File: config.mk
export PLATFORM = sky130hd
export DESIGN_NAME = shift_seq
export DESIGN_NICKNAME = d
export VERILOG_FILES = /design/src/rtl/shift_pkg.sv /design/src/rtl/shift_step.sv /design/src/rtl/shift_seq.sv
export SDC_FILE = /design/constraint.sdc
export NUM_CORES = 1
export LEC_CHECK = 0
export CORE_ASPECT_RATIO = 1.2
export CORE_MARGIN = 5
export CORE_UTILIZATION = 40
export CTS_BUF_LIST = sky130_fd_sc_hd__clkbuf_8
export DETAILED_ROUTE_END_ITERATION = 12
export GPL_TIMING_DRIVEN = 0
export PLACE_DENSITY = 0.68
export SYNTH_ARGS = -nofsm -noshare
export SYNTH_HDL_FRONTEND = slang
export SYNTH_SLANG_ARGS = --single-unit
export TNS_END_PERCENT = 20
File: constraint.sdc
create_clock -name clk -period 1.5 [get_ports clk]
set_clock_uncertainty 0.2 [all_clocks]
set_input_delay 0.225 -clock clk [delete_from_list [all_inputs] [get_ports clk]]
set_output_delay 0.225 -clock clk [all_outputs]
set_load 0.005 [all_outputs]
File: src/rtl/shift_pkg.sv
// Shared encodings for the sequential shifter: operation modes
// and FSM state values. Imported by shift_step and shift_seq.
package shift_pkg;

    localparam logic [1:0] MODE_LSL = 2'b00;
    localparam logic [1:0] MODE_LSR = 2'b01;
    localparam logic [1:0] MODE_ASR = 2'b10;
    localparam logic [1:0] MODE_ROR = 2'b11;

    typedef enum logic [1:0] {
        ST_IDLE  = 2'b00,
        ST_SHIFT = 2'b01,
        ST_DONE  = 2'b10
    } state_t;

endpackage

File: src/rtl/shift_step.sv
// Combinational single-bit shift/rotate step.
// Ports: y (current value), mode (shift_pkg MODE_*), ny (stepped value),
// out (bit shifted out). Rotate is compiled only with SHIFT_ROTATE_EN;
// otherwise mode 11 is treated as a logical right shift.
module shift_step
    import shift_pkg::*;
#(
    parameter int WIDTH = 8
) (
    input  logic [WIDTH-1:0] y,
    input  logic [1:0]       mode,
    output logic [WIDTH-1:0] ny,
    output logic             out
);

    always_comb begin
        ny  = y;
        out = 1'b0;
        case (mode)
            MODE_LSL: begin
                ny  = {y[WIDTH-2:0], 1'b0};
                out = y[WIDTH-1];
            end
            MODE_ASR: begin
                ny  = {y[WIDTH-1], y[WIDTH-1:1]};
                out = y[0];
            end
`ifdef SHIFT_ROTATE_EN
            MODE_LSR: begin
                ny  = {1'b0, y[WIDTH-1:1]};
                out = y[0];
            end
            MODE_ROR: begin
                ny  = {y[0], y[WIDTH-1:1]};
                out = y[0];
            end
`else
            MODE_LSR, MODE_ROR: begin
                ny  = {1'b0, y[WIDTH-1:1]};
                out = y[0];
            end
`endif
            default: begin
                ny  = y;
                out = 1'b0;
            end
        endcase
    end

endmodule

File: src/rtl/shift_seq.sv
// Sequential shifter: one 1-bit step per clock until amt is used up.
// Ports: clk, rst (sync, active-high), start, mode, amt, a in;
// y, cout, busy, done out. Optional rotate via SHIFT_ROTATE_EN.
module shift_seq
    import shift_pkg::*;
#(
    parameter  int WIDTH = 8,
    localparam int AW    = $clog2(WIDTH)
) (
    input  logic             clk,
    input  logic             rst,
    input  logic             start,
    input  logic [1:0]       mode,
    input  logic [AW-1:0]    amt,
    input  logic [WIDTH-1:0] a,
    output logic [WIDTH-1:0] y,
    output logic             cout,
    output logic             busy,
    output logic             done
);

    state_t           state;
    state_t           state_n;
    logic [1:0]       mode_q;
    logic [AW-1:0]    count;
    logic [WIDTH-1:0] step_y;
    logic             step_out;

    shift_step #(
        .WIDTH (WIDTH)
    ) u_step (
        .y    (y),
        .mode (mode_q),
        .ny   (step_y),
        .out  (step_out)
    );

    always_ff @(posedge clk) begin
        if (rst) begin
            state <= ST_IDLE;
        end else begin
            state <= state_n;
        end
    end

    always_comb begin
        state_n = state;
        unique case (state)
            ST_IDLE: begin
                if (start) begin
                    state_n = (amt == '0) ? ST_DONE : ST_SHIFT;
                end
            end
            ST_SHIFT: begin
                if (count == AW'(1)) begin
                    state_n = ST_DONE;
                end
            end
            ST_DONE: begin
                state_n = ST_IDLE;
            end
            default: begin
                state_n = ST_IDLE;
            end
        endcase
    end

    // Zero-amount requests clear cout at accept; otherwise cout is
    // written by every shift step.
    always_ff @(posedge clk) begin
        if (rst) begin
            y      <= '0;
            cout   <= 1'b0;
            count  <= '0;
            mode_q <= MODE_LSL;
        end else begin
            unique case (state)
                ST_IDLE: begin
                    if (start) begin
                        y      <= a;
                        mode_q <= mode;
                        count  <= amt;
                        if (amt == '0) begin
                            cout <= 1'b0;
                        end
                    end
                end
                ST_SHIFT: begin
                    y     <= step_y;
                    cout  <= step_out;
                    count <= count - AW'(1);
                end
                default: begin
                end
            endcase
        end
    end

    assign busy = (state != ST_IDLE);
    assign done = (state == ST_DONE);

endmodule

* After elaboration in Yosys (flattened, before gate mapping) *
Index checks and enable logic that the tools add are counted.

storage, ports and cells
  flip-flop bits (word level) = 16
  output and inout port bits = 11
  word-level logic and storage cells = 42

operators by class
  add/subtract/negate cells = 1
  equality and inequality tests = 10
  mux-type cells = 13
  reductions and logical operators = 12

operators with widths
  operator                                              number
  one-hot mux 8 bit (3 select lines)                    1
  one-hot mux 8 bit (2 select lines)                    1
  two-way mux 8 bit                                     1
  inequality test 2 bit (second input constant)         4
  equality test 2 bit (second input constant)           3
  two-way mux 2 bit                                     3
  one-hot mux 3 bit (2 select lines)                    1
  AND reduction 2 bit                                   3
  AND reduction 3 bit                                   2
  equality test 2 x 1 -> 1 bit (second input constant)  2
  logical NOT 2 bit                                     2
  one-hot mux 1 bit (2 select lines)                    2
  one-hot mux 2 bit (2 select lines)                    1
  nonzero test 2 bit                                    2
  equality test 3 x 1 -> 1 bit (second input constant)  1
  logical NOT 3 bit                                     1
  two-way mux 3 bit                                     1
  OR reduction 3 bit                                    1
  subtractor 3 x 1 -> 3 bit (second input constant)     1
  two-way mux 1 bit                                     2
  OR reduction 2 bit                                    1

* Longest topological paths before layout *
Gate-level depths: netlist (run 1).

  word-level depth = 4
  mapped depth = 5
  depth with buffers taken out = 5

* Modules after synthesis *
A second synthesis (run 1) with hierarchy kept.

unflattened totals
  cells, all modules = 100
  area, all modules = 962.2 um^2

by module, submodules not included
  module      instances  cells an instance  area an instance (um^2)
  shift_seq   1          89                 849.6
  shift_step  1          11                 112.6

* Least setup slack after synthesis (run 1) *
No wires, ideal clock.

  path type = flip-flop to flip-flop
  start point = register state[0]
  end point = register count[0]
  setup time = 128 ps
  arrival = 996 ps
  data required time = 1172 ps
  slack = 175 ps
  cell stages (with the launch flop) = 4
  buffers on the path = 0
  clock period less this slack = 1325 ps
  path through = dfxtp_1 or3b_1 o21ai_1 a211oi_2

between the ends
  cells in the longest elaborated chain, start to end = 3
  elaborated cells on any way between the ends = 6

ends and longest elaborated chain
  what                                                                          RTL line         RTL
  start, declared                                                               shift_seq.sv:22  state_t state;
  start signal, assigned                                                        shift_seq.sv:42  state <= state_n;
  equality test 2 x 1 -> 1 bit or logical NOT 2 bit (tied branches)             shift_seq.sv:77  unique case (state)
  nonzero test 2 bit (no source line) or inequality test 2 bit (tied branches)  -
  AND reduction 2 bit (no source line)                                          -
  end signal, assigned                                                          shift_seq.sv:82  count <= amt;
  end signal, assigned                                                          shift_seq.sv:91  count <= count - AW'(1);
  end, declared                                                                 shift_seq.sv:25  logic [AW-1:0] count;

Several ways; a longest one is shown, not always the timed one.
A chain may end at the register's enable or synchronous reset.

* Worst setup path after layout (run 1) *
  start point = register state[1]
  end point = output port busy

between the ends
  cells in the longest elaborated chain, start to end = 1

ends and longest elaborated chain
  what                RTL line         RTL
  nonzero test 2 bit  shift_seq.sv:99  assign busy = (state != ST_IDLE);
  end, declared       shift_seq.sv:18  output logic busy,

No other way between the ends.

==> results of run 1 <==
[final timing paths]
kind	start	endpoint	slack [ns]	cells after the start
setup / recovery	state[1]$_SDFFE_PP0P_	busy	-0.04	4
hold / removal	rst	y[2]$_SDFFE_PP0P_	0.10	4
setup reg to reg	state[1]$_SDFFE_PP0P_	mode_q[0]$_SDFFE_PP0P_	0.02	5
hold reg to reg	count[1]$_SDFFE_PP0P_	count[1]$_SDFFE_PP0P_	0.27	2
[placed cells by master, fill, tap and decap left out, types with 3 or more instances in the layout]
master	instances
dlygate4sd2_1	9
buf_4	4
dfxtp_1	5
o21ai_1	6
nor2_1	3
buf_6	10
o21a_1	6
o211ai_1	7
a211oi_1	7
clkdlybuf4s50_1	13
nor2b_1	3
clkbuf_8	3
nand3b_1	3
nand3_1	7
dfxtp_2	9
[cell usage after synthesis (all sizes together)]
| library cell | instances | area share [%] |
|---|---|---|
| dfxtp | 16 | 32 |
| a211oi | 9 | 7.3 |
| buf | 9 | 8.5 |
| o21ai | 8 | 4.0 |
| nand3 | 7 | 3.5 |
| o211ai | 7 | 5.3 |
| o21a | 6 | 4.5 |
| a21oi | 4 | 2.8 |
| nor2 | 4 | 1.8 |
| inv | 3 | 1.1 |
| nand3b | 3 | 2.3 |
| nor2b | 3 | 1.9 |
| a2bb2oi | 2 | 1.8 |
| ha | 2 | 2.5 |
| mux2i | 2 | 2.0 |
| nand2 | 2 | 0.75 |
| nand2b | 2 | 1.3 |
| or3b | 2 | 1.8 |
| a2111oi | 1 | 1.5 |
| a22oi | 1 | 1.3 |
| a311o | 1 | 1.0 |
| a311oi | 1 | 1.5 |
| and3 | 1 | 0.63 |
| nor3 | 1 | 0.50 |
| nor3b | 1 | 1.9 |
| nor4b | 1 | 2.4 |
| o21ba | 1 | 1.0 |
| o21bai | 1 | 1.1 |
| o221a | 1 | 1.1 |
| o22ai | 1 | 0.63 |
| or2 | 1 | 0.63 |
[per-stage QoR]
step	power [mW]	instance area (um2)	hold slack, ns
finish	1.31	1430	0.100
detailed placement	0.977	1290	0.252
global route	1.39	1430	0.134
CTS	1.31	1410	0.103
global placement	0.968	1290	0.238
floorplan	0.798	1000	0.172
[repair_timing]
item | CTS | global route
pin swaps | 0 | 5
hold endpoints to repair | 2 | 0
buffers inserted | 5 | 0
endpoints found under the setup margin | 17 | 9
hold buffers | 2 | 0
resized for setup | 33 | 7
[worst max-delay path, stage by stage (launching register included)]
cell	delay [ns]
dfxtp_2	0.32
buf_6	0.12
buf_6	0.11
or2_4	0.22
buf_6	0.11
[metal layers]
layer	vias up	wire length (um)	part of all wire, %
met5	-	0	0
met4	0	42	1.6
met3	4	138	5.1
met2	21	1370	51
met1	460	1140	42
li1	464	-	-
[sequential cells by signal, summed over array words and instances (netlist names)]
signal and flops:
y 8, state 2, cout 1, count 3, mode_q 2
[cells by family (layout without fill, tap and decap cells)]
family	after synthesis	count (layout)
muxes	2	2
and+or+nand+nor	28	28
DFF	16	16
AOI/OAI and AO/OA	44	44
adders and majority gates	2	2
buffers and inverters	12	47
[report_power, final]
| group | switching [mW] | internal [mW] |
|---|---|---|
| Clock | 0.135 | 0.177 |
| Combinational | 0.213 | 0.248 |
| Sequential | 0.0490 | 0.485 |
[layout make-up]
class | instances | area [um2] | share of cell area, %
Buffer | 9 | 91.3 | 6.39
Clock buffer | 3 | 41.3 | 2.89
Inverter | 3 | 11.3 | 0.787
Multi-Input combinational cell | 76 | 606 | 42.3
Sequential cell | 16 | 339 | 23.7
Tap cell | 31 | 38.8 | 2.71
Timing Repair Buffer | 32 | 303 | 21.2
==> results_dict.tcl, run 1 <==
set metrics [dict create \
    grt_most_used_layer "met2" \
    core_area_um2 2350 \
    start_util_pct 42.5 \
    synthCells 104 \
    syn_nets 122 \
    fillCellCount 201 \
    slew_viol_final 0 \
    use_met3_pct 3.17 \
    path_class "reg2out" \
    ioPinCount 27 \
    overflow 0 \
    violations "setup timing" \
    nets 159 \
    drive_gt1_share_pct 33.1 \
    synth_adder_area_share_pct 2.50 \
    cp-start-kind "flop" \
    cap_violations 0 \
    cts_num_sinks 16 \
    avgSynthCellArea_um2 9.61 \
    synth-seq-cells 16 \
    antenna_found_initial 0 \
    synth-simple-area-share_pct 19.1 \
    cts-buffers-inserted 3 \
    area_growth_syn_to_layout_pct 43.1 \
    grtUsageMet1_pct 18.0 \
    path_max_fanout 3 \
    tightest_slew_ns 0.370 \
    end_kind "output pin" \
    finalSetupTns_ns -0.0431 \
    post-route-min-period_ns 1.54 \
    synth_top_family_by_area "compound AO/OA/AOI/OAI gates" \
    status "complete, but fails checks" \
    setup_ws_ns -0.0431 \
    drc 0 \
    yosys_warnings 0 \
    fp.dieW_um 55.6 \
    post-place-ws_ns -0.337 \
    die_h_um 64.8 \
    final_cells 170 \
    synthMuxAreaShare_pct 2.00 \
    clk_path_buf_depth 2 \
    power_leakage_nw 0.571 \
    final_core_util_pct 60.8 \
    drt_pass1_iterations 4 \
    irDropWorstVdd_v 0.000563 \
    globalRouteMet2Util_pct 28.7 \
    slew_headroom_pct 75.3 \
    clk_latency_ns 0.24 \
    port_buffers 25 \
    cts_root_buf "clkbuf_8" \
    ys_seq_area_share_pct 32.0 \
    grt_start_max_net_pins 11 \
    power_density_nw_per_um2 914 \
    tritoncts "done" \
    dp.cells 160 \
    dr_total_vias 949 \
    gp_congestion 0.773 \
    final-hold-violation-count 0 \
    synthDistinctLibCells 38 \
    setup_violations 1 \
    path_clk_slew_ns 0.06 \
    syn_area_um2 1000 \
    arrival_ns 1.12 \
    cts-htree-levels 1 \
    dp_hpwl_um 1920 \
    rsz0062_at_grt "true" \
    hp-class "in2reg" \
    synth_compound_area_share_pct 34.7 \
    fin_crit_sh_pct 103 \
    crit_required_ns 1.07 \
    avgViaCountPerCell 5.58 \
    ant_nets 0 \
    grt_usage_pct 15.9 \
    synthXorXnorAreaFrac_pct 0 \
    num_antenna_cells 0 \
    grt_pass1_wl_um 4640 \
    dieArea_um2 3600 \
    drt_wl_total_um 2690 \
    drtIter0Drc 15 \
    first_global_vias 1033 \
    max_freq_mhz 648 \
    rows 19 \
    wl_per_cell_um 15.8 \
]
Power figures use the tool's default switching activity.
==> run 2, diff against run 1 <==
Settings changed: CORE_UTILIZATION 40 to 35, PLACE_DENSITY 0.68 to unset, SLEW_MARGIN set to 15.
==> run 2 against run 1 <==
The run now ends clean. First-iteration DRC count is 40% lower. Sequential share of layout area is 0.75 points lower. Die area is 12% higher. Hold slack better by 0.021 ns. Clock power is 2% higher. Critical path depth is 1 higher. Core utilization is 7.4 points lower. Sequential power hardly changed. Combinational power is 4.3% higher. Register-to-register slack hardly changed. Clock-buffer cell count stayed put. Largest cell class unchanged.
==> results_dict.tcl, run 2 (same netlist as run 1, synthesis figures left out) <==
set metrics [dict create \
    post-place-ws_ns -0.340 \
    cp-endpoint "mode_q[0]$_SDFFE_PP0P_" \
    dr_total_vias 953 \
    largest_register "y" \
    die_h_um 68.5 \
    first_global_vias 974 \
    end_kind "flop" \
    arrival_ns 1.43 \
    r2r_end "mode_q[0]$_SDFFE_PP0P_" \
    hp-class "in2reg" \
    path_max_fanout 5 \
    clk_latency_ns 0.25 \
    grt_start_max_net_pins 11 \
    r2r_slack_ns 0.007 \
    dp.cells 163 \
    overflow 0 \
    ioPinCount 27 \
    min-delay-start "rst" \
    r2r-start "state[1]$_SDFFE_PP0P_" \
    crit_chain "buf_6 -> buf_8 -> nor3b_4 -> mux2i_1 -> nor2_1" \
    start_util_pct 36.2 \
    power_density_nw_per_um2 909 \
    rows 21 \
    max_stage_delay_ns 0.33 \
    tritoncts "done" \
    switchingPower_mw 0.411 \
    final-hold-violation-count 0 \
    num_antenna_cells 0 \
    status "completed" \
    cp_slowest_cell "dfxtp_2" \
    fp.dieW_um 58.8 \
    power_leakage_nw 0.578 \
    tightest_slew_ns 0.325 \
    slew_headroom_pct 78.3 \
    setup_ws_ns 0.00651 \
    place_area_um2 1290 \
    slew_viol_final 0 \
    final_cells 177 \
    cts_root_buf "clkbuf_8" \
    gp_congestion 0.735 \
    rr_worst_depth 5 \
    path_class "reg2reg" \
    reg_top3 "y (8), count (3)" \
    area_growth_syn_to_layout_pct 47.2 \
    cap_violations 0 \
    nets 163 \
    cts_num_sinks 16 \
    final_common_cell "clkdlybuf4s50_1" \
    drt_wl_total_um 2810 \
    power.share.clock_pct 23.9 \
    max_freq_mhz 670 \
    core_area_um2 2760 \
    dieArea_um2 4030 \
    drt_pass1_iterations 4 \
    irDropWorstVdd_v 0.000580 \
    crit_required_ns 1.44 \
    clk_path_buf_depth 2 \
    port_buffers 25 \
    post-route-min-period_ns 1.49 \
    cts-buffers-inserted 3 \
    grt_pass1_wl_um 4590 \
    cp-startpoint "state[1]$_SDFFE_PP0P_" \
    drc 0 \
    drtIter0Drc 9 \
    pwr-share-comb_pct 36.0 \
    avgViaCountPerCell 5.38 \
    fin_crit_sh_pct 99.6 \
    seqPwrFrac_pct 40.1 \
    switching_share_pct 30.7 \
    largest_reg_flops 8 \
    stdcell_area_um2 1470 \
    rsz0062_at_grt "true" \
    internal_power_mw 0.927 \
    wl_per_cell_um 15.9 \
    final_cell_mix "clkdlybuf4s50_1 (13), dlygate4sd2_1 (10), buf_4 (8), dfxtp_2 (8)" \
    drive_gt1_share_pct 32.9 \
    cp-start-kind "flop" \
    cts-htree-levels 1 \
    ant_nets 0 \
    grt_usage_pct 15.0 \
    path_clk_slew_ns 0.06 \
    setup_violations 0 \
    dp_hpwl_um 1940 \
    antenna_found_initial 0 \
]
==> run 2: area by class of cell <==
| cell class | count | area (um2) |
|---|---|---|
| Tap cell | 34 | 42.5 |
| Clock buffer | 3 | 41.3 |
| Timing Repair Buffer | 36 | 337 |
| Fill cell | 279 | 1290 |
| Multi-Input combinational cell | 76 | 607 |
| Sequential cell | 16 | 338 |
| Inverter | 3 | 11.3 |
| Buffer | 9 | 95.1 |
==> run 2: timing repair <==
item | in CTS | in global routing
gates resized for setup | 33 | 6
cloned | 0 | 0
hold endpoints to repair | 6 | 2
pin swaps | 0 | 7
endpoints found under the setup margin | 17 | 16
buffers inserted | 4 | 4
==> run 2: stage by stage <==
step / hold WS [ns] / total power, mW / utilization [%] / setup TNS (ns)
floorplan: 0.172 / 0.798 / - / 0
global placement: 0.240 / 0.974 / 46.8 / -3.80
detailed placement: 0.244 / 0.980 / 46.8 / -3.82
CTS: -0.00932 / 1.31 / 50.2 / -0.0103
global route: 0.135 / 1.42 / 53.3 / -0.176
finish: 0.121 / 1.34 / 53.3 / 0
==> run 2: critical path, delay by kind of cell, from the launching register on <==
kind | cells | cell delay [ns]
AND/OR/NAND/NOR | 2 | 0.38
flip-flops | 1 | 0.33
buffers and inverters | 2 | 0.24
multiplexers | 1 | 0.23
==> run 2: per-layer routing <==
layer | routed length [um] | part of all wire (%) | track usage [%] | vias to the layer above
li1 | - | - | - | 477
met1 | 1250 | 44 | 17.7 | 449
met3 | 135 | 4.8 | 3.72 | 2
met2 | 1410 | 50 | 26.1 | 25
met4 | 13 | 0.46 | 5.38 | 0
met5 | 0 | 0 | 0 | -
==> run 2: power groups by stage <==
stage | clock network [mW] | logic [mW] | registers, mW
global placement | 0 | 0.432 | 0.542
global route | 0.349 | 0.526 | 0.544
detailed placement | 0 | 0.439 | 0.542
finish | 0.320 | 0.481 | 0.537
CTS | 0.328 | 0.448 | 0.536
floorplan | 0 | 0.267 | 0.531
==> run 2: how the worst min path moves through the flow <==
stage                                  end  slack, ns  cells past startpoint
CTS                      y[7]$_SDFFE_PP0P_     -0.009                      2
global placement     count[1]$_SDFFE_PP0P_       0.24                      2
global route             y[1]$_SDFFE_PP0P_       0.13                      4
floorplan           mode_q[0]$_SDFFE_PP0P_       0.17                      2
detailed placement   count[1]$_SDFFE_PP0P_       0.24                      2
finish                   y[1]$_SDFFE_PP0P_       0.12                      4
==> run 3, diff against run 2 <==
Settings changed: CORE_MARGIN 5 to 2, CTS_BUF_LIST sky130_fd_sc_hd__clkbuf_8 to unset.
==> run 3 against run 2 <==
The run now ends with setup timing left. Register-to-register slack got worse by 0.02 ns. Combinational power rose by 4.8%. Power fell by 6.6%. Non-clock buffer count rose by 1. Critical endpoint is now busy. Highest routed layer unchanged.
==> results_dict.tcl, run 3 (same netlist as run 1, synthesis figures left out) <==
set metrics [dict create \
    cts_root_buf "clkbuf_4" \
    grt_pass1_wl_um 4580 \
    finalSetupTns_ns -0.0333 \
    power_density_nw_per_um2 865 \
    dp.cells 163 \
    fp.dieW_um 52.8 \
    grtUsageMet1_pct 21.3 \
    ant_nets 0 \
    rows 21 \
    path_clk_slew_ns 0.09 \
    dieArea_um2 3300 \
    end_kind "output pin" \
    core_area_um2 2760 \
    path_class "reg2out" \
    setup_ws_ns -0.0241 \
    largest_register "y" \
    overflow 0 \
    final-hold-violation-count 0 \
    nets 164 \
    drtIter0Drc 11 \
    avgViaCountPerCell 5.44 \
    largest_reg_flops 8 \
    grt_start_max_net_pins 11 \
    rr_worst_depth 4 \
    power_leakage_nw 0.579 \
    globalRouteMet2Util_pct 32.8 \
    drt_pass1_iterations 4 \
    cts-htree-levels 1 \
    status "complete, but fails checks" \
    cap_violations 0 \
    drt_wl_total_um 2680 \
    fin_crit_sh_pct 102 \
    finalPower_mw 1.25 \
    tightest_slew_ns 0.373 \
    grt_most_used_layer "met2" \
    violations "setup timing" \
    port_buffers 25 \
    ioPinCount 27 \
    cts_num_sinks 16 \
    die_h_um 62.5 \
    arrival_ns 1.10 \
    post-route-min-period_ns 1.52 \
    cts-buffers-inserted 3 \
    dr_total_vias 969 \
    clk_path_buf_depth 2 \
    area_growth_syn_to_layout_pct 44.4 \
    final_cell_mix "clkdlybuf4s50_1 (13), buf_4 (11), dlygate4sd2_1 (10)" \
    rsz0062_at_grt "true" \
    first_global_vias 988 \
    clk_latency_ns 0.29 \
    irDropWorstVdd_v 0.000458 \
    use_met3_pct 3.35 \
    dp_hpwl_um 1850 \
    drive_gt1_share_pct 34.7 \
    slew_viol_final 0 \
    hp-class "reg2reg" \
    grt_usage_pct 18.3 \
    num_antenna_cells 0 \
    antenna_found_initial 0 \
    path_max_fanout 5 \
    slew_headroom_pct 75.1 \
    min_path_cells 2 \
    final_common_cell "clkdlybuf4s50_1" \
    final_cells 178 \
    drc 0 \
    fillCellCount 281 \
    cp-start-kind "flop" \
    reg_top3 "y (8), count (3)" \
    start_util_pct 36.2 \
    crit_required_ns 1.07 \
    max_freq_mhz 656 \
    regArea_um2 339 \
    tritoncts "done" \
    setup_violations 3 \
    wl_per_cell_um 15.1 \
    multi_input_area_um2 597 \
    gp_congestion 0.710 \
]
==> run 3: changes by cell type in the layout (fill, tap and decap cells not counted), moves of 2 or more <==
cell	previous run	this run
clkbuf_4	0	3
buf_4	8	11
clkbuf_8	3	0
dlygate4sd3_1	3	1
buf_6	7	9
==> run 3: worst max-delay path, stage by stage, from the launching register on <==
cell and delay, ns:
dfxtp_2 0.35, buf_6 0.12, or2_4 0.24, buf_6 0.11
==> run 3: what timing repair did <==
action / 4_1_cts / 5_1_grt
setup buffers: 11 / 0
resized for setup: 39 / 3
hold endpoints to repair: 8 / 0
pin swaps: 1 / 1
setup endpoints to repair: 14 / 10
gates cloned: 0 / 0
hold buffers: 1 / 0
==> run 3: cell type report <==
| class | instances | area share [%] |
|---|---|---|
| clock buffer | 3 | 1.56 |
| multi-input combinational | 76 | 41.3 |
| timing repair buffer | 37 | 23.4 |
| buffer | 9 | 6.50 |
| tap | 34 | 2.95 |
| inverter | 3 | 0.780 |
| sequential | 16 | 23.5 |
==> run 3: final timing paths <==
path                          from               endpoint  slack [ns]
min reg2reg  count[1]$_SDFFE_PP0P_  count[1]$_SDFFE_PP0P_        0.25
max reg2reg  state[0]$_SDFFE_PP0P_  count[0]$_SDFFE_PP0P_       -0.01
max          state[1]$_SDFFE_PP0P_                   busy       -0.02
min          count[1]$_SDFFE_PP0P_  count[1]$_SDFFE_PP0P_        0.25
==> run 3: report_power, final <==
part	switching (mW)	total [mW]	internal (mW)
Clock	0.131	0.224	0.0934
Combinational	0.229	0.504	0.275
Sequential	0.0379	0.521	0.483
Total	0.398	1.25	0.851
==> run 3: per-layer routing <==
layer,vias to the layer above,share of wire (%)
li1,477,-
met5,-,0
met3,3,3.9
met4,0,0.93
met1,469,42
met2,20,53
==> run 3: through the flow <==
stage,util (%),hold WS [ns],cell area (um2),setup WS (ns)
after detailed placement,46.8,0.243,1290,-0.342
after global placement,46.8,0.240,1290,-0.337
final,52.3,0.254,1440,-0.0241
after floorplan,-,0.172,1000,0.175
after CTS,52.0,0.256,1440,-0.0345
after global routing,52.3,0.272,1440,-0.0650
==> patch 1, RTL diff (flow settings as in run 2) <==
`WIDTH` is set to 8 in 2 places; all go to 16.
--- a/src/rtl/shift_step.sv
+++ b/src/rtl/shift_step.sv
@@ -6,5 +6,5 @@
     import shift_pkg::*;
 #(
-    parameter int WIDTH = 8
+    parameter int WIDTH = 16
 ) (
     input  logic [WIDTH-1:0] y,
--- a/src/rtl/shift_seq.sv
+++ b/src/rtl/shift_seq.sv
@@ -5,5 +5,5 @@
     import shift_pkg::*;
 #(
-    parameter  int WIDTH = 8,
+    parameter  int WIDTH = 16,
     localparam int AW    = $clog2(WIDTH)
 ) (
Ports: changed (resized a, amt and y); port bits go from 27 to 44. No check against the original RTL was run, so the function may have changed too.
==> patch 1 against run 2 <==
  * The run now ends with negative setup slack left
  * Setup slack got worse by 130 ps
  * Sequential power is 56% higher
  * Routed wire length up 62%
  * Synthesized cell count rose by 54%
  * Core utilization up 1.9 points
  * Global-route usage up 2.5 points
  * Area after synthesis rose by 41%
  * Final area grew 47%
  * Total power is 41% higher
  * Sequential cell count rose by 9
  * Largest cell class unchanged
==> patch 1: results <==
metrics = {
    "outcome": {
        "outcome": "finished with violations",
        "violations": "negative setup slack",
    },
    "timing": {
        "setup_viol": 11,
        "whs_ps": 167,
        "setup_ws_ps": -124,
    },
    "worst_setup_path": {
        "cp.arrival_ps": 1630,
    },
    "global_routing": {
        "gr-usage-met1_pct": 22.5,
        "met3_usage_pct": 2.39,
        "grt_max_degree": 14,
        "gr-usage-met2_pct": 30.0,
        "grt_pass1_vias": 1554,
    },
    "final_layout": {
        "nNetsFinal": 248,
        "seq-cell-share_pct": 24.6,
        "area_growth_pct": 52.8,
        "nonClkBufAreaFrac_pct": 29.6,
        "multi_input_area_share_pct": 39.2,
        "buffers": 71,
        "clock_area_share_pct": 2.09,
    },
    "route": {
        "initialDrtViolationCount": 61,
        "wl_met2_um": 2300,
    },
    "clocking": {
        "cts_sinks": 25,
    },
    "min_path": {
        "hold_end": "count[1]$_SDFFE_PP0P_",
    },
    "placement": {
        "place_area_um2": 1910,
        "gp_congestion": 0.799,
        "place_ws_ps": -517,
    },
    "pwr": {
        "p_sw_uw": 593,
    },
    "synth": {
        "synth_compound_area_share_pct": 34.3,
    },
}
-- patch 1: cell types whose count changed after synthesis, moves of 6 or more --
cell / run 2 / this run
nand2b_1: 2 / 11
a211oi_1: 8 / 16
mux2i_1: 2 / 8
o21ai_1: 7 / 0
dfxtp_1: 16 / 25
o21ai_0: 1 / 11
o32ai_1: 0 / 8
-- patch 1: power by group through the flow --
| stage | combinational (uW) | clock [uW] | sequential, uW |
|---|---|---|---|
| 2_1_floorplan | 312 | 0 | 818 |
| 3_3_place_gp | 566 | 0 | 832 |
| 3_5_place_dp | 570 | 0 | 835 |
| 4_1_cts | 609 | 414 | 833 |
| 5_1_grt | 701 | 435 | 849 |
| 6_report | 640 | 411 | 836 |
-- patch 1: worst max-delay path by stage --
| stage | startpoint | end | slack, ps | depth (start not counted) |
|---|---|---|---|---|
| 3_5_place_dp | rst | mode_q[1]$_SDFFE_PP0P_ | -520 | 4 |
| 3_3_place_gp | rst | cout$_SDFFE_PP0P_ | -470 | 4 |
| 5_1_grt | state[0]$_SDFFE_PP0P_ | count[3]$_SDFFE_PP0P_ | -170 | 6 |
| 4_1_cts | state[0]$_SDFFE_PP0P_ | count[3]$_SDFFE_PP0P_ | -120 | 6 |
| 2_1_floorplan | state[0]$_SDFFE_PP0P_ | count[3]$_SDFFE_PP0P_ | 8 | 5 |
| 6_report | state[0]$_SDFFE_PP0P_ | count[3]$_SDFFE_PP0P_ | -120 | 6 |
-- patch 1: repair_timing --
| item | 4_1_cts | 5_1_grt |
|---|---|---|
| gates cloned | 2 | 1 |
| hold buffers | 0 | 0 |
| pin swaps | 8 | 5 |
| buffers inserted | 8 | 3 |
| resized for setup | 72 | 15 |
| setup endpoints to repair | 43 | 25 |
==> patch 2, RTL diff (flow settings as in run 2) <==
Made on the original files. Re-encode `state_t` (3 states) as one-hot, 3 bits wide.
--- a/src/rtl/shift_pkg.sv
+++ b/src/rtl/shift_pkg.sv
@@ -8,8 +8,8 @@
     localparam logic [1:0] MODE_ROR = 2'b11;
 
-    typedef enum logic [1:0] {
-        ST_IDLE  = 2'b00,
-        ST_SHIFT = 2'b01,
-        ST_DONE  = 2'b10
+    typedef enum logic [2:0] {
+        ST_IDLE  = 3'b001,
+        ST_SHIFT = 3'b010,
+        ST_DONE  = 3'b100
     } state_t;
 
Function: same outputs for any inputs over 10 cycles, from zero or initial values and one cycle with rst high; not proved beyond that.
==> patch 2 against run 2 <==
  * The flow now finishes with violations (negative setup slack)
  * Total power grew 8.0%
  * Sequential power is 6.9% higher
  * Sequential cell count is 1 higher
  * Final area down 7.9%
  * Hold slack gained 160 ps
  * Area after synthesis decreased by 9.5%
  * Routed wire length is 12% lower
  * Via count is 2.3% lower
  * Setup slack worse by 140 ps
  * Clock power is 11% higher
  * Core utilization rose by 0.82 points
  * Sequential share of layout area increased by 3.4 points
  * Highest routed layer unchanged
==> patch 2: results <==
metrics = {
    "outcome": {
        "outcome": "finished with violations",
        "violations": "negative setup slack",
    },
    "synth": {
        "yosys.cell_types.count": 39,
        "synthTopCellsByCount": "nand2_1 (18), dfxtp_1 (17), a21oi_1 (13)",
        "yosysWarnings": 0,
        "ys_async_sr_fraction_pct": 0,
        "synth_ff_type": "dfxtp_1",
        "yosysSeqAreaShare_pct": 37.6,
        "synthTopCellsByArea": "dfxtp_1 (38%), nand2_1 (7.5%), a21oi_1 (7.2%)",
        "syn_avg_cell_area_um2": 8.22,
        "syn-num-nets": 128,
    },
    "placement": {
        "io_buffers": 26,
        "dpl.hpwl_um": 1740,
        "dpl.cell_count": 169,
        "gp_congestion": 0.792,
    },
    "final_layout": {
        "drive_above_1_share_pct": 27.7,
        "nFillCells": 240,
        "reg_top3": "y x8, count x3, state x3",
        "diodes": 0,
    },
    "min_path": {
        "holdPathStages": 2,
        "min_path_type": "flop to flop",
    },
    "clocking": {
        "path_clk_slew_ps": 70,
        "cts_root_buf": "clkbuf_8",
        "clk_path_buf_depth": 2,
        "cts_buffers": 3,
        "cts-htree-levels": 1,
    },
    "job": {
        "cap_violations": 0,
    },
    "pwr": {
        "ir_drop_mv": 0.571,
        "swShare_pct": 31.9,
        "power_leakage_uw": 0.000576,
    },
    "global_routing": {
        "grt_max_degree": 11,
        "gr-usage-met2_pct": 26.2,
        "grt_pass1_vias": 924,
        "grt_use_total_pct": 14.4,
        "gr-usage-met1_pct": 15.9,
        "antenna_found_initial": 0,
        "met3_usage_pct": 3.93,
        "grt_pass1_wl_um": 4160,
    },
    "timing": {
        "hold_viol_final": 0,
        "setup_tns_ps": -1060,
        "setup_ws_ps": -136,
        "setup_viol": 11,
        "relSlewSlack_pct": 67.4,
    },
    "route": {
        "wl_per_cell_um": 13.6,
        "initialDrtViolationCount": 29,
        "via_count": 931,
        "drc_errors": 0,
        "drt_pass1_iterations": 4,
        "vias_per_cell": 5.14,
    },
    "worst_setup_path": {
        "cp_max_fo": 6,
        "ff2ff_path_depth": 5,
        "cp.arrival_ps": 1580,
    },
}
patch 2: cell families (layout without fill, tap and decap cells):
group                      after synthesis  count (layout)  synth area share (%)
adders and majority gates                2               2                  2.77
and+or+nand+nor                         44              44                  28.6
DFF                                     17              17                  37.6
AOI/OAI and AO/OA                       37              37                  26.7
buffers and inverters                   10              48                  4.29
patch 2: worst paths after layout:
kind	slack, ps	end	from
setup / recovery	-140	y[6]$_SDFFE_PP0P_	state[0]$_SDFFE_PP1P_
hold / removal	280	cout$_SDFFE_PP0P_	cout$_SDFFE_PP0P_
setup reg to reg	-140	y[6]$_SDFFE_PP0P_	state[0]$_SDFFE_PP1P_
hold reg to reg	280	cout$_SDFFE_PP0P_	cout$_SDFFE_PP0P_
patch 2: metal layers:
metal | wire (um) | share of wire, % | vias up
met5 | 0 | 0 | -
met4 | 24 | 0.97 | 0
met3 | 114 | 4.6 | 2
met2 | 1290 | 52 | 17
met1 | 1040 | 42 | 437
li1 | - | - | 475
patch 2: worst max-delay path: stages (launching register included):
cell,delay [ps]
dfxtp_4,350
buf_6,130
or3b_4,400
nand2_4,90
nor2_4,50
a221o_1,300
patch 2: repair_timing:
action,CTS,global route
gates cloned,0,0
resized for setup,33,12
buffers inserted,6,2
pin swaps,2,1
setup endpoints to repair,24,19
patch 2: final cells by class:
type | instances | share of cell area (%)
buffer | 4 | 1.48
clock buffer | 3 | 3.05
clock inverter | 1 | 0.369
inverter | 6 | 1.66
multi-input combinational | 83 | 41.2
sequential | 17 | 26.4
tap | 33 | 3.05
timing repair buffer | 34 | 22.8
patch 2: metrics by stage:
stage,instance area (um2),setup WS [ps]
2_1_floorplan,906,4.15
5_1_grt,1360,-172
4_1_cts,1320,-127
3_5_place_dp,1210,-457
6_report,1360,-136
3_3_place_gp,1210,-463
patch 2: power groups by stage:
stage	sequential, uW	clock (uW)	combinational [uW]
after CTS	572	355	501
after detailed placement	584	0	434
after floorplan	573	0	257
after global routing	584	387	565
final	574	354	516
after global placement	584	0	431
